$ cat config.mk
export PLATFORM = sky130hd
export DESIGN_NAME = thinning_ctrl_flat
export DESIGN_NICKNAME = d
export VERILOG_FILES = /design/src/rtl/thinning_ctrl_pkg.sv /design/src/rtl/thinning_ctrl_if.sv /design/src/rtl/thinning_ctrl.sv /design/src/flat_wrapper.sv
export SDC_FILE = /design/constraint.sdc
export NUM_CORES = 1
export LEC_CHECK = 0
export BUFFER_PORTS_ARGS = -buffer_cell sky130_fd_sc_hd__buf_2
export CAP_MARGIN = 20
export CORE_ASPECT_RATIO = 1.2
export CORE_MARGIN = 2
export CORE_UTILIZATION = 45
export DETAILED_ROUTE_END_ITERATION = 12
export GPL_TIMING_DRIVEN = 0
export PLACE_DENSITY = 0.79
export REMOVE_ABC_BUFFERS = 1
export SLEW_MARGIN = 0
export SYNTH_ARGS = -nofsm -noshare
export SYNTH_HDL_FRONTEND = slang
export SYNTH_SLANG_ARGS = --single-unit
$ cat constraint.sdc
create_clock -name clk -period 3.2 [get_ports clk]
set_input_delay 0.64 -clock clk [delete_from_list [all_inputs] [get_ports clk]]
set_output_delay 0.64 -clock clk [all_outputs]
set_load 0.03 [all_outputs]
$ cat src/rtl/thinning_ctrl_pkg.sv
// Shared definitions for the thinning pass sequencer: row width and FSM state encoding.
package thinning_ctrl_pkg;

  localparam int ROW_W = 32;

  typedef enum logic [3:0] {
    S_IDLE   = 4'd0,
    S_PRIME0 = 4'd1,
    S_PRIME1 = 4'd2,
    S_PRIME2 = 4'd3,
    S_WRITE  = 4'd4,
    S_FETCH  = 4'd5,
    S_SHIFT  = 4'd6,
    S_CHECK  = 4'd7,
    S_DONE   = 4'd8
  } state_t;

endpackage

$ cat src/rtl/thinning_ctrl_if.sv
// Control, frame-memory and thinning-datapath signals of the pass sequencer.
interface thinning_ctrl_if #(
  parameter int ADDR_W = 10
);
  import thinning_ctrl_pkg::*;

  logic              start;
  logic              busy;
  logic              done;
  logic [3:0]        pass_count;
  logic [ADDR_W-1:0] final_base;
  logic [ADDR_W-1:0] mem_addr;
  logic              mem_rd_en;
  logic [ROW_W-1:0]  mem_rdata;
  logic              mem_wr_en;
  logic [ROW_W-1:0]  mem_wdata;
  logic [ROW_W-1:0]  thin_top;
  logic [ROW_W-1:0]  thin_center;
  logic [ROW_W-1:0]  thin_bottom;
  logic [ROW_W-1:0]  thin_result;

  modport master (
    input  start, mem_rdata, thin_result,
    output busy, done, pass_count, final_base, mem_addr, mem_rd_en,
           mem_wr_en, mem_wdata, thin_top, thin_center, thin_bottom
  );

  modport slave (
    output start, mem_rdata, thin_result,
    input  busy, done, pass_count, final_base, mem_addr, mem_rd_en,
           mem_wr_en, mem_wdata, thin_top, thin_center, thin_bottom
  );

endinterface

$ cat src/rtl/thinning_ctrl.sv
// Streams 3-row windows from the source buffer through the external thinning datapath,
// writes each result row to the other buffer, and repeats passes until stable or at the pass limit.
module thinning_ctrl
  import thinning_ctrl_pkg::*;
#(
  parameter int ROWS       = 32,
  parameter int ADDR_W     = 10,
  parameter int MAX_PASSES = 8,
  parameter int BUF_A      = 0,
  parameter int BUF_B      = 32
) (
  input  logic            clk,
  input  logic            rst_n,
  thinning_ctrl_if.master bus
);

  localparam logic [ADDR_W:0] ROWS_L = (ADDR_W+1)'(ROWS);
  localparam logic [3:0]      MAXP   = 4'(MAX_PASSES);
  localparam logic            MULTI  = (ROWS > 1);

  state_t              state, nxt;
  logic [ADDR_W-1:0]   src, dst, r, addr_q, addr;
  logic [ROW_W-1:0]    top_r, ctr_r, bot_r;
  logic [3:0]          pass_cnt;
  logic [ADDR_W-1:0]   fbase;
  logic                chg, rd_en, wr_en;
  logic [ADDR_W:0]     r_plus2;
  logic                fetch_ok, last_row;

  assign r_plus2  = {1'b0, r} + (ADDR_W+1)'(2);
  assign fetch_ok = (r_plus2 < ROWS_L);
  assign last_row = ({1'b0, r} == ROWS_L - (ADDR_W+1)'(1));

  always_ff @(posedge clk or negedge rst_n) begin
    if (!rst_n) state <= S_IDLE;
    else        state <= nxt;
  end

  always_comb begin
    nxt   = state;
    rd_en = 1'b0;
    wr_en = 1'b0;
    addr  = addr_q;
    case (state)
      S_IDLE:   if (bus.start) nxt = S_PRIME0;
      S_PRIME0: begin
        rd_en = 1'b1;
        addr  = src;
        nxt   = S_PRIME1;
      end
      S_PRIME1: begin
        rd_en = MULTI;
        if (MULTI) addr = src + ADDR_W'(1);
        nxt = S_PRIME2;
      end
      S_PRIME2: nxt = S_WRITE;
      S_WRITE: begin
        wr_en = 1'b1;
        addr  = dst + r;
        nxt   = last_row ? S_CHECK : S_FETCH;
      end
      // Rows past the bottom edge are never read; SHIFT substitutes zero.
      S_FETCH: begin
        rd_en = fetch_ok;
        if (fetch_ok) addr = src + r + ADDR_W'(2);
        nxt = S_SHIFT;
      end
      S_SHIFT:  nxt = S_WRITE;
      S_CHECK:  nxt = (!chg || (pass_cnt + 4'd1 == MAXP)) ? S_DONE : S_PRIME0;
      S_DONE:   nxt = S_IDLE;
      default:  nxt = S_IDLE;
    endcase
  end

  always_ff @(posedge clk or negedge rst_n) begin
    if (!rst_n) begin
      src      <= '0;
      dst      <= '0;
      r        <= '0;
      chg      <= 1'b0;
      top_r    <= '0;
      ctr_r    <= '0;
      bot_r    <= '0;
      pass_cnt <= '0;
      fbase    <= ADDR_W'(BUF_A);
      addr_q   <= '0;
    end else begin
      if (rd_en || wr_en) addr_q <= addr;
      case (state)
        S_IDLE: if (bus.start) begin
          src      <= ADDR_W'(BUF_A);
          dst      <= ADDR_W'(BUF_B);
          pass_cnt <= '0;
        end
        S_PRIME1: ctr_r <= bus.mem_rdata;
        S_PRIME2: begin
          bot_r <= MULTI ? bus.mem_rdata : '0;
          top_r <= '0;
          r     <= '0;
          chg   <= 1'b0;
        end
        S_WRITE: if (bus.thin_result != ctr_r) chg <= 1'b1;
        S_SHIFT: begin
          top_r <= ctr_r;
          ctr_r <= bot_r;
          bot_r <= fetch_ok ? bus.mem_rdata : '0;
          r     <= r + ADDR_W'(1);
        end
        // The buffer just written becomes the source of the next pass.
        S_CHECK: begin
          pass_cnt <= pass_cnt + 4'd1;
          fbase    <= dst;
          if (nxt == S_PRIME0) begin
            src <= dst;
            dst <= src;
          end
        end
        default: ;
      endcase
    end
  end

  assign bus.busy        = (state != S_IDLE) && (state != S_DONE);
  assign bus.done        = (state == S_DONE);
  assign bus.pass_count  = pass_cnt;
  assign bus.final_base  = fbase;
  assign bus.mem_addr    = addr;
  assign bus.mem_rd_en   = rd_en;
  assign bus.mem_wr_en   = wr_en;
  assign bus.mem_wdata   = bus.thin_result;
  assign bus.thin_top    = top_r;
  assign bus.thin_center = ctr_r;
  assign bus.thin_bottom = bot_r;

endmodule

$ cat src/flat_wrapper.sv
// flat-port wrapper written by rule: the top's interface ports become plain ports
module thinning_ctrl_flat import thinning_ctrl_pkg::*;
#(
  parameter int ROWS       = 32,
  parameter int ADDR_W     = 10,
  parameter int MAX_PASSES = 8,
  parameter int BUF_A      = 0,
  parameter int BUF_B      = 32
)
  (clk, rst_n, bus_start, bus_mem_rdata, bus_thin_result, bus_busy, bus_done, bus_pass_count, bus_final_base, bus_mem_addr, bus_mem_rd_en, bus_mem_wr_en, bus_mem_wdata, bus_thin_top, bus_thin_center, bus_thin_bottom);
  thinning_ctrl_if #(.ADDR_W(ADDR_W)) bus_i ();
  input  logic clk;
  input  logic rst_n;
  input wire logic [$bits(bus_i.start)-1:0] bus_start;
  input wire logic [$bits(bus_i.mem_rdata)-1:0] bus_mem_rdata;
  input wire logic [$bits(bus_i.thin_result)-1:0] bus_thin_result;
  output wire logic [$bits(bus_i.busy)-1:0] bus_busy;
  output wire logic [$bits(bus_i.done)-1:0] bus_done;
  output wire logic [$bits(bus_i.pass_count)-1:0] bus_pass_count;
  output wire logic [$bits(bus_i.final_base)-1:0] bus_final_base;
  output wire logic [$bits(bus_i.mem_addr)-1:0] bus_mem_addr;
  output wire logic [$bits(bus_i.mem_rd_en)-1:0] bus_mem_rd_en;
  output wire logic [$bits(bus_i.mem_wr_en)-1:0] bus_mem_wr_en;
  output wire logic [$bits(bus_i.mem_wdata)-1:0] bus_mem_wdata;
  output wire logic [$bits(bus_i.thin_top)-1:0] bus_thin_top;
  output wire logic [$bits(bus_i.thin_center)-1:0] bus_thin_center;
  output wire logic [$bits(bus_i.thin_bottom)-1:0] bus_thin_bottom;
  assign bus_i.start = bus_start;
  assign bus_i.mem_rdata = bus_mem_rdata;
  assign bus_i.thin_result = bus_thin_result;
  assign bus_busy = bus_i.busy;
  assign bus_done = bus_i.done;
  assign bus_pass_count = bus_i.pass_count;
  assign bus_final_base = bus_i.final_base;
  assign bus_mem_addr = bus_i.mem_addr;
  assign bus_mem_rd_en = bus_i.mem_rd_en;
  assign bus_mem_wr_en = bus_i.mem_wr_en;
  assign bus_mem_wdata = bus_i.mem_wdata;
  assign bus_thin_top = bus_i.thin_top;
  assign bus_thin_center = bus_i.thin_center;
  assign bus_thin_bottom = bus_i.thin_bottom;
  thinning_ctrl #(.ROWS(ROWS), .ADDR_W(ADDR_W), .MAX_PASSES(MAX_PASSES), .BUF_A(BUF_A), .BUF_B(BUF_B)) u_core (.clk(clk), .rst_n(rst_n), .bus(bus_i));
endmodule
==> results.yml <==
status:
  status: "complete, but fails checks"
  violations: "setup timing"
synthesis:
  synth-async-reset-ratio_pct: 100.0
  ys_warn_count: 0
  synth_ff_type: "dfrtp_1"
  synth_area_leaders: "dfrtp_1 (47%), a221o_1 (4.9%), nand2_1 (4.7%), ha_1 (4.4%), a22o_1 (3.7%)"
  synth.most_common_cell: "dfrtp_1"
  yosys.area.top_type: "dfrtp_1"
  avgSynthCellArea_um2: 10.12
  yosysUniqueCellTypes: 53
  synth_edf_count: 0
  synth_cells: 813
  yosys-top-cells-count: "dfrtp_1 (155), nand2_1 (104), a21oi_1 (46), a221o_1 (40)"
  synth_top_area_share_pct: 47.16
  ys_ff_latch: 155
  seq_area_frac_synth_pct: 47.16
  syn-cell-area_um2: 8224
clocking:
  cts_root_buffer: "clkbuf_16"
  clock-sinks: 155
  htree_levels: 4
  insertion_delay_ns: 0.42
  cts_tree: "done"
  numCtsBuffers: 17
  path_clk_slew_ns: 0.07
  clk_path_buf_depth: 2
detailed_routing:
  wirelength_um: 25350
  via_count: 7468
  viasPerCell: 5.946
  first_pass_iters: 5
  final_antenna_net_count: 0
  post-route-drc-count: 0
  routedWlPerCell_um: 20.18
  drtIter0Drc: 568
sta:
  rsz0062_at_grt: "yes"
  tns_ns: -1.570
  setup_ws_ns: -0.3817
  hold_viol: 0
  tightest_slew_ns: 0.9350
  clock-skew-final_ns: 0.01090
  maxSlewViolCount: 0
  slew_headroom_pct: 37.49
  setup_viol: 6
  whs_ns: 0.1593
  post-route-min-period_ns: 3.582
  min_period_over_period_pct: 111.9
  clock.fmax_ghz: 0.2792
global_route:
  top_usage_layer: "met2"
  antenna_found_initial: 1
  grt_use_total_pct: 26.17
  overflow: 0
  grt_max_degree: 86
  grt_pass1_wl_um: 40030
  use_met1_pct: 32.38
  grt_pass1_vias: 7438
  grtUsageMet3_pct: 7.148
  met2_usage_pct: 41.74
critical_path:
  cp_slowest_stage_delay_ns: 0.44
  critPathRequiredTime_ns: 2.56
  crit_chain: "ha_1 > ha_2 > and2_1 > a311o_1 > or3_1 > a31oi_1 > xor2_1 > o221ai_2 > buf_6"
  cp-start-kind: "flip-flop"
  path_max_fanout: 3
  arrival_ns: 2.94
  cp_slowest_cell: "dfrtp_2"
  cp-end-kind: "primary output"
  rr_worst_depth: 19
  path_class: "reg2out"
cells_and_area:
  layoutNonFillerInstCount: 1256
  final_nets: 1116
  synthToLayoutAreaGrowth_pct: 29.45
  final_util_pct: 59.02
  multiInputGateArea_um2: 4194
  drive_above_1_share_pct: 37.15
  fill_cells: 1489
  stdcell_area_um2: 10650
  seqCellArea_um2: 3905
placement:
  place_area_um2: 9400
  hpwl_um: 16080
  routabilityCongestion: 0.9074
  dp.cells: 1189
  port_buffers: 222
  pre_cts_ws_ns: -0.5900
floorplan:
  fp.dieH_um: 152.1
  boundaryPins: 223
  core-area_um2: 18040
  die_width_um: 127.4
  die_area_um2: 19380
  num_rows: 54
  start_util_pct: 45.59
power_and_ir_drop:
  worst_ir_drop_vdd_uv: 332.5
  power_density_nw_per_um2: 416.5
  total_leakage_power_nw: 5.126
  finalPower_mw: 4.434
flow_run:
  cap_violations: 0
hold_path:
  hp-class: "in2async"
==> registers in the layout, summed over array words and instances (netlist names) <==
register and cells:
u_core.bus.final_base 10, u_core.bus.thin_bottom 32, u_core.dst 10, u_core.bus.thin_top 32, u_core.src 10, u_core.bus.pass_count 4, u_core.addr_q 10, u_core.bus.thin_center 32
u_core.r 10, u_core.chg 1, u_core.state 4
==> cell type report <==
type	instances	area share (%)
multi-input cells	559	39.39
well taps	224	2.632
clock buffers	19	4.066
repair buffers	263	15.40
diodes	1	0.02350
inverters	22	0.7756
clock inverters	13	1.034
flip-flops and latches	155	36.68
==> cells by family after synthesis <==
family | share of synthesized area (%)
buffers and inverters | 6.025
XOR/XNOR | 5.751
flip-flops | 47.16
AO/OA/AOI/OAI | 18.50
AND/OR/NAND/NOR | 14.83
adder cells (fa/ha/maj) | 4.899
multiplexers | 2.830
==> worst max-delay path: cells and delay by family, from the launching register on <==
| kind | cells | cell delay [ns] |
|---|---|---|
| compound gates | 3 | 0.67 |
| simple gates | 2 | 0.47 |
| buf+inv | 1 | 0.18 |
| fa+ha+maj | 2 | 0.50 |
| xor+xnor | 1 | 0.26 |
| flops | 1 | 0.44 |
==> layer usage <==
metal	up-vias	wire length (um)
li1	3325	-
met1	3653	9775
met2	403	12220
met3	87	2197
met4	0	1160
met5	-	0
==> repair_timing <==
action                     CTS  global route
gates cloned                 0             0
hold buffers                 0             0
buffers inserted            37             4
setup endpoints to repair   12            12
pin swaps                   29            14
gates resized for setup     81            32
==> power breakdown <==
| part | leakage (nW) | internal (mW) | switching, mW |
|---|---|---|---|
| Clock | 0.260 | 1.01 | 0.882 |
| Combinational | 3.06 | 0.155 | 0.305 |
| Sequential | 1.80 | 2.02 | 0.0603 |
==> worst paths after layout <==
check / from / endpoint / slack (ns)
max: u_core.src[3] / bus_mem_addr[8] / -0.38
min: rst_n / u_core.addr_q[3] / 0.16
max reg2reg: u_core.src[1] / u_core.addr_q[7] / 0.15
min reg2reg: u_core.bus.final_base[5] / u_core.bus.final_base[5] / 0.47
max in group asynchronous: rst_n / u_core.bus.thin_center[13] / 2.24
min in group clk: bus_mem_rdata[21] / u_core.bus.thin_bottom[21] / 0.46
==> layout by cell type (no fill, tap or decap), drive strengths merged, types with 6 or more instances in the layout <==
cell and n:
a211oi 6, a21o 15, a21oi 47, a221o 40, a22o 35, buf 263
clkbuf 19, clkinv 7, dfrtp 155, ha 29, inv 26, mux2 10
mux2i 12, nand2 104, nand3 21, nand4 8, nor2 37, nor2b 6
nor3 13, nor3b 34, nor4 6, o21ai 30, xnor2 21, xor2 33
No activity file was read; power rests on OpenSTA's default activity.
